### src/rtl/adxl345_pkg.sv
// Shared constants for the ADXL345 SPI responder: register map addresses,
// register reset values, field widths and the transfer FSM state encoding.
package adxl345_pkg;

    localparam int unsigned ADDR_W    = 6;
    localparam int unsigned DATA_W    = 8;
    localparam int unsigned AXIS_W    = 16;
    localparam int unsigned BIT_CNT_W = 3;
    localparam int unsigned SNAP_W    = 3 * AXIS_W;

    localparam logic [ADDR_W-1:0] ADDR_DEVID       = 6'h00;
    localparam logic [ADDR_W-1:0] ADDR_BW_RATE     = 6'h2C;
    localparam logic [ADDR_W-1:0] ADDR_POWER_CTL   = 6'h2D;
    localparam logic [ADDR_W-1:0] ADDR_DATA_FORMAT = 6'h31;
    localparam logic [ADDR_W-1:0] ADDR_DATAX0      = 6'h32;
    localparam logic [ADDR_W-1:0] ADDR_DATAX1      = 6'h33;
    localparam logic [ADDR_W-1:0] ADDR_DATAY0      = 6'h34;
    localparam logic [ADDR_W-1:0] ADDR_DATAY1      = 6'h35;
    localparam logic [ADDR_W-1:0] ADDR_DATAZ0      = 6'h36;
    localparam logic [ADDR_W-1:0] ADDR_DATAZ1      = 6'h37;

    localparam logic [DATA_W-1:0] RST_BW_RATE     = 8'h0A;
    localparam logic [DATA_W-1:0] RST_POWER_CTL   = 8'h00;
    localparam logic [DATA_W-1:0] RST_DATA_FORMAT = 8'h00;

    typedef enum logic [1:0] {
        ST_IDLE  = 2'd0,
        ST_CMD   = 2'd1,
        ST_RDATA = 2'd2,
        ST_WDATA = 2'd3
    } spi_state_e;

    // True for the only registers the master may change.
    function automatic logic is_writable(input logic [ADDR_W-1:0] a);
        return (a == ADDR_BW_RATE) || (a == ADDR_POWER_CTL) || (a == ADDR_DATA_FORMAT);
    endfunction

endpackage

### src/rtl/spi_sync_edge.sv
// Multi-flop synchronizer for one asynchronous SPI pin with edge pulses.
// Ports:
//   clk, rst  system clock, synchronous active-high reset
//   din       asynchronous input pin
//   level     synchronized level (last synchronizer flop)
//   rise_c    one-cycle pulse when the synchronized level goes 0->1
//   fall_c    one-cycle pulse when the synchronized level goes 1->0
module spi_sync_edge #(
    parameter int unsigned STAGES  = 2,
    parameter logic        RST_VAL = 1'b0
) (
    input  logic clk,
    input  logic rst,
    input  logic din,
    output logic level,
    output logic rise_c,
    output logic fall_c
);

    logic [STAGES-1:0] chain;
    logic              prev;

    // Shift chain plus one extra flop holding the previous synchronized level.
    always_ff @(posedge clk) begin
        if (rst) begin
            chain <= {STAGES{RST_VAL}};
            prev  <= RST_VAL;
        end else begin
            chain <= {chain[STAGES-2:0], din};
            prev  <= chain[STAGES-1];
        end
    end

    assign level  = chain[STAGES-1];
    assign rise_c = chain[STAGES-1] & ~prev;
    assign fall_c = ~chain[STAGES-1] & prev;

endmodule

### src/rtl/adxl345_spi_responder.sv
// SPI mode-3 responder that mimics an ADXL345 register map so sensor
// consumers can run without a real accelerometer.
// Ports:
//   i_clk, i_rst                       system clock, synchronous active-high reset
//   i_CS, i_SPC, i_SDI                 SPI bus from the master (asynchronous)
//   o_SDO, o_SDO_oe                    SPI data back to the master and its drive enable
//   i_ax, i_ay, i_az                   axis samples, snapshotted at each CS fall
//   o_bw_rate, o_power_ctl, o_data_format  writable registers 0x2C/0x2D/0x31
//   o_wr_strobe, o_wr_addr, o_wr_data  pulse and details of each committed write
module adxl345_spi_responder
    import adxl345_pkg::*;
#(
    parameter int unsigned SYNC_STAGES = 2,
    parameter logic [7:0]  DEVID_VAL   = 8'hE5
) (
    input  logic                i_clk,
    input  logic                i_rst,
    input  logic                i_CS,
    input  logic                i_SPC,
    input  logic                i_SDI,
    output logic                o_SDO,
    output logic                o_SDO_oe,
    input  logic [AXIS_W-1:0]   i_ax,
    input  logic [AXIS_W-1:0]   i_ay,
    input  logic [AXIS_W-1:0]   i_az,
    output logic [DATA_W-1:0]   o_bw_rate,
    output logic [DATA_W-1:0]   o_power_ctl,
    output logic [DATA_W-1:0]   o_data_format,
    output logic                o_wr_strobe,
    output logic [ADDR_W-1:0]   o_wr_addr,
    output logic [DATA_W-1:0]   o_wr_data
);

    logic cs_level_unused, cs_rise, cs_fall;
    logic spc_level_unused, spc_rise, spc_fall;
    logic sdi_q, sdi_rise_unused, sdi_fall_unused;

    spi_sync_edge #(.STAGES(SYNC_STAGES), .RST_VAL(1'b1)) u_sync_cs (
        .clk(i_clk), .rst(i_rst), .din(i_CS),
        .level(cs_level_unused), .rise_c(cs_rise), .fall_c(cs_fall)
    );

    spi_sync_edge #(.STAGES(SYNC_STAGES), .RST_VAL(1'b1)) u_sync_spc (
        .clk(i_clk), .rst(i_rst), .din(i_SPC),
        .level(spc_level_unused), .rise_c(spc_rise), .fall_c(spc_fall)
    );

    spi_sync_edge #(.STAGES(SYNC_STAGES), .RST_VAL(1'b0)) u_sync_sdi (
        .clk(i_clk), .rst(i_rst), .din(i_SDI),
        .level(sdi_q), .rise_c(sdi_rise_unused), .fall_c(sdi_fall_unused)
    );

    spi_state_e           state;
    logic [BIT_CNT_W-1:0] bit_cnt;
    logic [ADDR_W-1:0]    addr;
    logic                 mb;
    logic [DATA_W-1:0]    shreg;
    logic [SNAP_W-1:0]    snap;

    logic [DATA_W-1:0]    rd_val_c;
    logic [DATA_W-1:0]    in_byte_c;
    logic [ADDR_W-1:0]    next_addr_c;
    logic                 last_bit_c;

    // Read map; axis bytes come from the snapshot, little-endian per axis.
    always_comb begin
        rd_val_c = '0;
        case (addr)
            ADDR_DEVID:       rd_val_c = DEVID_VAL;
            ADDR_BW_RATE:     rd_val_c = o_bw_rate;
            ADDR_POWER_CTL:   rd_val_c = o_power_ctl;
            ADDR_DATA_FORMAT: rd_val_c = o_data_format;
            ADDR_DATAX0:      rd_val_c = snap[7:0];
            ADDR_DATAX1:      rd_val_c = snap[15:8];
            ADDR_DATAY0:      rd_val_c = snap[23:16];
            ADDR_DATAY1:      rd_val_c = snap[31:24];
            ADDR_DATAZ0:      rd_val_c = snap[39:32];
            ADDR_DATAZ1:      rd_val_c = snap[47:40];
            default:          rd_val_c = '0;
        endcase
    end

    assign in_byte_c   = {shreg[DATA_W-2:0], sdi_q};
    assign next_addr_c = mb ? ADDR_W'(addr + 6'd1) : addr;
    assign last_bit_c  = (bit_cnt == 3'd7);

    // Transfer FSM with shift register, register file and snapshot.
    always_ff @(posedge i_clk) begin
        if (i_rst) begin
            state         <= ST_IDLE;
            bit_cnt       <= '0;
            addr          <= '0;
            mb            <= 1'b0;
            shreg         <= '0;
            snap          <= '0;
            o_SDO         <= 1'b0;
            o_SDO_oe      <= 1'b0;
            o_bw_rate     <= RST_BW_RATE;
            o_power_ctl   <= RST_POWER_CTL;
            o_data_format <= RST_DATA_FORMAT;
            o_wr_strobe   <= 1'b0;
            o_wr_addr     <= '0;
            o_wr_data     <= '0;
        end else begin
            o_wr_strobe <= 1'b0;
            if (cs_rise) begin
                // Deselect aborts any partial byte without side effects.
                state    <= ST_IDLE;
                o_SDO_oe <= 1'b0;
                o_SDO    <= 1'b0;
            end else begin
                case (state)
                    ST_IDLE: begin
                        if (cs_fall) begin
                            state    <= ST_CMD;
                            o_SDO_oe <= 1'b1;
                            o_SDO    <= 1'b0;
                            bit_cnt  <= '0;
                            snap     <= {i_az, i_ay, i_ax};
                        end
                    end
                    ST_CMD: begin
                        o_SDO <= 1'b0;
                        if (spc_rise) begin
                            shreg   <= in_byte_c;
                            bit_cnt <= BIT_CNT_W'(bit_cnt + 3'd1);
                            if (last_bit_c) begin
                                // in_byte_c = {R/W, MB, addr[5:0]}
                                addr  <= in_byte_c[5:0];
                                mb    <= in_byte_c[6];
                                state <= in_byte_c[7] ? ST_RDATA : ST_WDATA;
                            end
                        end
                    end
                    ST_RDATA: begin
                        if (spc_fall) begin
                            if (bit_cnt == 3'd0) begin
                                o_SDO <= rd_val_c[7];
                                shreg <= {rd_val_c[6:0], 1'b0};
                            end else begin
                                o_SDO <= shreg[7];
                                shreg <= {shreg[6:0], 1'b0};
                            end
                        end
                        if (spc_rise) begin
                            bit_cnt <= BIT_CNT_W'(bit_cnt + 3'd1);
                            if (last_bit_c) begin
                                addr <= next_addr_c;
                            end
                        end
                    end
                    ST_WDATA: begin
                        o_SDO <= 1'b0;
                        if (spc_rise) begin
                            shreg   <= in_byte_c;
                            bit_cnt <= BIT_CNT_W'(bit_cnt + 3'd1);
                            if (last_bit_c) begin
                                if (is_writable(addr)) begin
                                    case (addr)
                                        ADDR_BW_RATE:   o_bw_rate     <= in_byte_c;
                                        ADDR_POWER_CTL: o_power_ctl   <= in_byte_c;
                                        default:        o_data_format <= in_byte_c;
                                    endcase
                                    o_wr_strobe <= 1'b1;
                                    o_wr_addr   <= addr;
                                    o_wr_data   <= in_byte_c;
                                end
                                addr <= next_addr_c;
                            end
                        end
                    end
                    default: state <= ST_IDLE;
                endcase
            end
        end
    end

endmodule

### config.mk
export PLATFORM = sky130hd
export DESIGN_NAME = adxl345_spi_responder
export DESIGN_NICKNAME = d
export VERILOG_FILES = /design/src/rtl/adxl345_pkg.sv /design/src/rtl/spi_sync_edge.sv /design/src/rtl/adxl345_spi_responder.sv
export SDC_FILE = /design/constraint.sdc
export NUM_CORES = 1
export LEC_CHECK = 0
export CAP_MARGIN = 20
export CELL_PAD_IN_SITES_DETAIL_PLACEMENT = 1
export CELL_PAD_IN_SITES_GLOBAL_PLACEMENT = 2
export CORE_MARGIN = 2
export CORE_UTILIZATION = 32
export CTS_BUF_LIST = sky130_fd_sc_hd__clkbuf_8
export CTS_CLUSTER_SIZE = 28
export DETAILED_ROUTE_END_ITERATION = 8
export GPL_TIMING_DRIVEN = 0
export PLACE_DENSITY_LB_ADDON = 0.1
export RECOVER_POWER = 50
export SETUP_SLACK_MARGIN = 0.4
export SLEW_MARGIN = 20
export SYNTH_ARGS = -nofsm -noshare
export SYNTH_HDL_FRONTEND = slang
export SYNTH_HIERARCHICAL = 1
export SYNTH_SLANG_ARGS = --single-unit
### constraint.sdc
create_clock -name i_clk -period 2.24 [get_ports i_clk]
set_input_delay 0.336 -clock i_clk [delete_from_list [all_inputs] [get_ports i_clk]]
set_output_delay 0.336 -clock i_clk [all_outputs]
set_load 0.01 [all_outputs]
==> flow_summary.toml, run 1 <==
[run_status]
outcome = "finished, final reports clean"

[critical_path]
worst-path-stages = 10
cpMaxStageDelayCell = "a222oi_1"
reg2reg_from = "addr[0]"
crit_chain = "inv_4 > ha_4 > buf_8 > buf_8 > buf_12 > a222oi_1 > o22ai_2 > a311oi_2 > o32ai_1 > and2_1"
crit_type = "flip-flop to flip-flop"
cp_max_fo = 4
critPathLaunchType = "flip-flop"
critical_path_arrival_ns = 2.55
crit_required_ns = 2.58
crit_family = "compound AO/OA/AOI/OAI gates"
crit_path_start = "addr[0]"
endpoint_kind = "flip-flop"
cpMostUsedCell = "buf_8"
ff2ff_path_depth = 10
crit_buf_inv = 4
slowest_delay_ns = 0.43

[sta]
finalHoldViolCount = 0
min_period_ns = 2.208
setup_ws_ns = 0.03214
setup_viol_count_final = 0
post-route-period-util_pct = 98.57
tightest_slew_ns = 0.7436
drv_slew = 0
rsz0062_at_grt = "true"
max_freq_mhz = 452.9
fin_skew_ns = 0.01341
slew_headroom_pct = 50.42

[floorplanning]
coreArea_mm2 = 0.01600
fp.dieH_um = 132.3
initial_core_util_pct = 32.93
die_area_mm2 = 0.01751
rows = 46
boundaryPins = 94
die_w_um = 132.3

[grt]
grt_max_degree = 17
grt_pass1_vias = 5411
antenna_found_initial = 0
grtUsageTotal_pct = 24.20
grt-ovfl-total = 0
grt_pass1_wl_um = 31980

[clock_network]
numCtsBuffers = 17
cts-htree-levels = 4
tritoncts = "built"
cts_max_path_buffers = 2
clk_pin_slew_ns = 0.07
clock_latency_ns = 0.46
cts_root_buffer = "clkbuf_8"
clock_sinks = 117

[routing]
viasPerCell = 5.242
antenna_left = 0
post_drt_wl_per_cell_um = 21.30
vias = 5232
first_pass_iters = 5
drtIter0Drc = 335
wl_um = 21260
drc = 0

[run]
cap_viol_max_count = 0

[cells_and_area]
drive_gt1_share_pct = 20.59
multiInputGateArea_mm2 = 0.003019
diodes = 0
fin_util_pct = 48.48
register_area_mm2 = 0.002354
final_nets = 829
area_growth_pct = 47.21
nFillCells = 1878

[place]
dp_slack_ns = -0.7120
io_buffers = 93
place_hpwl_um = 15000
gp_congestion = 0.8807

[yosys]
synthCells = 625
postSynthAreaPerCell_um2 = 8.430
ys_warn_count = 6
synthesis.nets = 685
synthesis.area_mm2 = 0.005269

[pwr]
peakVddDrop_uv = 394.7
p_leak_uw = 0.002927
power.density_mw_per_mm2 = 593.8

[hold_path]
hp-start = "u_sync_spc/chain[0]"
hold_class = "flip-flop to flip-flop"
whs_path_depth = 1
-- what timing repair did --
item / in CTS / in global routing
cloned: 1 / 0
setup buffers: 18 / 13
pin swaps: 18 / 24
resized for setup: 95 / 53
hold buffers: 0 / 0
setup endpoints to repair: 108 / 107
-- state kept, by name (all words and copies together), names as in the netlist, 2 cells and up --
register / count
shreg: 8
o_wr_data: 8
addr: 6
u_sync_cs/chain: 2
u_sync_spc/chain: 2
state: 2
u_sync_sdi/chain: 2
bit_cnt: 3
o_wr_addr: 6
o_data_format: 8
o_power_ctl: 8
snap: 48
o_bw_rate: 8
-- metal layers --
layer  vias to the layer above  track usage, %  routed length (µm)
li1                       2489               -                   -
met1                      2605           30.06                9236
met2                       113           42.59               10800
met3                        25           4.383                 796
met4                         0           7.467                 427
met5                         -               0                   0
-- where the power goes --
| part | switching (µW) | total, µW | leakage, µW | internal (µW) |
|---|---|---|---|---|
| Sequential | 29.2 | 2140 | 0.000947 | 2110 |
| Combinational | 133 | 276 | 0.00175 | 143 |
| Clock | 902 | 2190 | 0.000234 | 1280 |
-- final timing paths --
path	slack, ns	end
max	0.03	o_SDO
min reg2reg	0.42	u_sync_spc/chain[1]
max reg2reg	0.03	o_SDO
min	0.42	u_sync_spc/chain[1]
-- stage by stage --
step           instances  instance area [µm²]   TNS, ns  power (µW)  hold slack [ns]
3_5_place_dp         934                 6518    -40.00        2441           0.4035
5_1_grt              998                 7756   -0.3238        4751           0.4064
3_3_place_gp         934                 6518    -37.76        2435           0.3910
4_1_cts              985                 7492  -0.06288        4624           0.3999
6_report             998                 7756         0        4605           0.4174
2_1_floorplan        625                 5316         0        2284           0.3832
-- layout make-up --
| cell class | count | area share, % |
|---|---|---|
| multi-input combinational | 449 | 38.93 |
| sequential | 117 | 30.34 |
| timing repair buffer | 125 | 15.95 |
| buffer | 51 | 5.162 |
| clock buffer | 20 | 3.549 |
| tap | 216 | 3.484 |
| clock inverter | 12 | 2.081 |
| inverter | 8 | 0.5001 |
-- cell usage in the layout, fill, tap and decap left out, drive strengths merged, types with 4 or more instances in the layout --
master           n
and4             5
a32oi            5
a211oi           4
a22o             4
nor3             7
a22oi           18
ha               7
buf             56
a21oi           70
mux2i           31
o22ai            5
dfxtp          117
inv             11
bufinv           4
clkdlybuf4s50   64
dlygate4sd3     29
clkbuf          47
nand2          124
nand3           18
a2111oi          6
and4b            4
a221oi           4
or2              9
nor2b           10
nor2            61
a31oi            5
o21ai            6
No activity file was read; power rests on OpenSTA's default activity.
==> run 2, diff against run 1 <==
--- a/config.mk
+++ b/config.mk
@@ -11,7 +11,7 @@
 export CORE_MARGIN = 2
 export CORE_UTILIZATION = 32
 export CTS_BUF_LIST = sky130_fd_sc_hd__clkbuf_8
-export CTS_CLUSTER_SIZE = 28
+export CTS_CLUSTER_SIZE = 20
 export DETAILED_ROUTE_END_ITERATION = 8
 export GPL_TIMING_DRIVEN = 0
 export PLACE_DENSITY_LB_ADDON = 0.1
==> results of run 2 <==
Same layout as run 1: the final DEF is identical, and so are final timing and power.
==> run 3, diff against run 2 <==
--- a/config.mk
+++ b/config.mk
@@ -8,6 +8,7 @@
 export CAP_MARGIN = 20
 export CELL_PAD_IN_SITES_DETAIL_PLACEMENT = 1
 export CELL_PAD_IN_SITES_GLOBAL_PLACEMENT = 2
+export CORE_ASPECT_RATIO = 0.5
 export CORE_MARGIN = 2
 export CORE_UTILIZATION = 32
 export CTS_BUF_LIST = sky130_fd_sc_hd__clkbuf_8
==> run 3 against run 2 <==
Net effect:
- non-clock buffer count is 4 higher
- cell count is 1.4% higher
- die area is 0.36% higher
- register-to-register slack hardly changed
- critical path depth is 1 lower
- total power is 2.3% lower
- worst setup slack worse by 0.0038 ns
- flip-flop and latch count stayed put
- via count is 0.69% higher
- clock-buffer cell count is 2 lower
- clock skew is 0.0037 ns lower
- first-iteration DRC count is 3.6% lower
- largest cell class unchanged
- highest routed layer unchanged
==> flow_summary.toml, run 3 (same netlist as run 1, synthesis figures left out) <==
[pwr]
p_leak_uw = 0.002930
total_power_uw = 4501
peakVddDrop_uv = 353.4
power.density_mw_per_mm2 = 582.2

[floorplanning]
initial_core_util_pct = 32.47
coreArea_mm2 = 0.01623
boundaryPins = 94
rows = 33
fp.dieH_um = 94.74
die_area_mm2 = 0.01757
die_w_um = 185.5

[clock_network]
clk_pin_slew_ns = 0.08
cts_root_buffer = "clkbuf_8"
clock_latency_ns = 0.44
numCtsBuffers = 17
cts-htree-levels = 4
cts_max_path_buffers = 2
clock_sinks = 117
cts_hold_buffers = 0
tritoncts = "built"

[critical_path]
critical_path_arrival_ns = 2.55
ff2ff_path_depth = 9
reg2reg_from = "addr[0]"
slowest_delay_ns = 0.49
r2r-end = "o_SDO"
endpoint_kind = "flip-flop"
crit_type = "flip-flop to flip-flop"
cp_max_fo = 4
crit_chain = "inv_4 > ha_4 > clkbuf_8 > buf_12 > a222oi_1 > o22ai_2 > a311oi_2 > o32ai_1 > and2_1"
crit_required_ns = 2.57
cpMaxStageDelayCell = "a222oi_1"
critPathLaunchType = "flip-flop"
rrSetupSlack_ns = 0.03

[hold_path]
hold_class = "flip-flop to flip-flop"
whs_path_depth = 1
min_to = "u_sync_spc/chain[1]"
hp-start = "u_sync_spc/chain[0]"

[cells_and_area]
diodes = 0
fin_util_pct = 47.64
area_growth_pct = 46.73
final_nets = 833
layout.cells.most_common = "nand2_1"
final_cells = 1012
regMostFlops = "snap"
drive_gt1_share_pct = 21.27
layout_common_cells = "nand2_1, dfxtp_1, a21oi_1"
largest_reg_flops = 48

[grt]
grt_pass1_wl_um = 31760
grt_pass1_vias = 5344
grt-ovfl-total = 0
grtUsageTotal_pct = 24.90
antenna_found_initial = 0
grt_max_degree = 17

[sta]
tns_ns = 0
min_period_ns = 2.212
drv_slew = 0
post-route-period-util_pct = 98.74
rsz0062_at_grt = "true"
slew_headroom_pct = 48.79
whs_ns = 0.4105
finalHoldViolCount = 0
fin_skew_ns = 0.009743
max_freq_mhz = 452.1
setup_viol_count_final = 0
tightest_slew_ns = 0.7681

[routing]
viasPerCell = 5.206
antenna_left = 0
vias = 5268
post_drt_wl_per_cell_um = 20.59
drc = 0
wl_um = 20830
drtIter0Drc = 323
first_pass_iters = 6

[place]
gp_congestion = 0.8944
dp.cells = 945
place_hpwl_um = 14470
io_buffers = 93

[run]
cap_viol_max_count = 0

[run_status]
outcome = "finished, final reports clean"
## run 3: metrics by stage
step                      setup WS [ns]  area (µm²)
after floorplan                  0.3847        5316
after global placement          -0.4954        6531
after detailed placement        -0.5336        6531
after CTS                       0.05874        7483
after global routing           0.001385        7731
final                           0.02833        7731
## run 3: how the worst max path moves through the flow
stage,start,end,slack [ns],depth (start not counted)
after global placement,i_rst,addr[2],-0.50,5
after CTS,addr[0],o_SDO,0.06,9
final,addr[0],o_SDO,0.03,9
after detailed placement,i_rst,o_wr_addr[3],-0.53,5
after floorplan,addr[0],shreg[1],0.38,7
after global routing,addr[0],o_SDO,0.001,9
## run 3: final cells by class
| class | instances | area [µm²] |
|---|---|---|
| Clock inverter | 13 | 156.4 |
| Sequential cell | 117 | 2352 |
| Clock buffer | 18 | 247.7 |
| Tap cell | 227 | 284.0 |
| Fill cell | 1879 | 8496 |
| Buffer | 51 | 404.1 |
| Inverter | 8 | 38.79 |
| Timing Repair Buffer | 129 | 1260 |
| Multi-Input combinational cell | 449 | 2988 |
## run 3: repair_timing
| action | CTS | global route |
|---|---|---|
| resized for setup | 82 | 64 |
| buffers inserted | 27 | 7 |
| pin swaps | 14 | 19 |
| endpoints found under the setup margin | 108 | 106 |
| cloned | 2 | 0 |
## run 3: power breakdown
group | internal [µW] | switching (µW)
clock network | 1120 | 959
logic | 142 | 137
registers | 2110 | 30.0
## run 3: critical path, delay by kind of cell, from the launching register on
kind / cells / cell delay (ns)
adder cells (fa/ha/maj): 1 / 0.15
AO/OA/AOI/OAI: 4 / 1.11
AND/OR/NAND/NOR: 1 / 0.14
flip-flops: 1 / 0.39
buffers and inverters: 3 / 0.30
## run 3: per-layer routing
layer	routed length (µm)	part of all wire (%)	GRT usage (%)
met4	182	0.87	5.622
met3	1055	5.1	6.209
met1	10770	52	36.11
met2	8820	42	36.91
met5	0	0	0
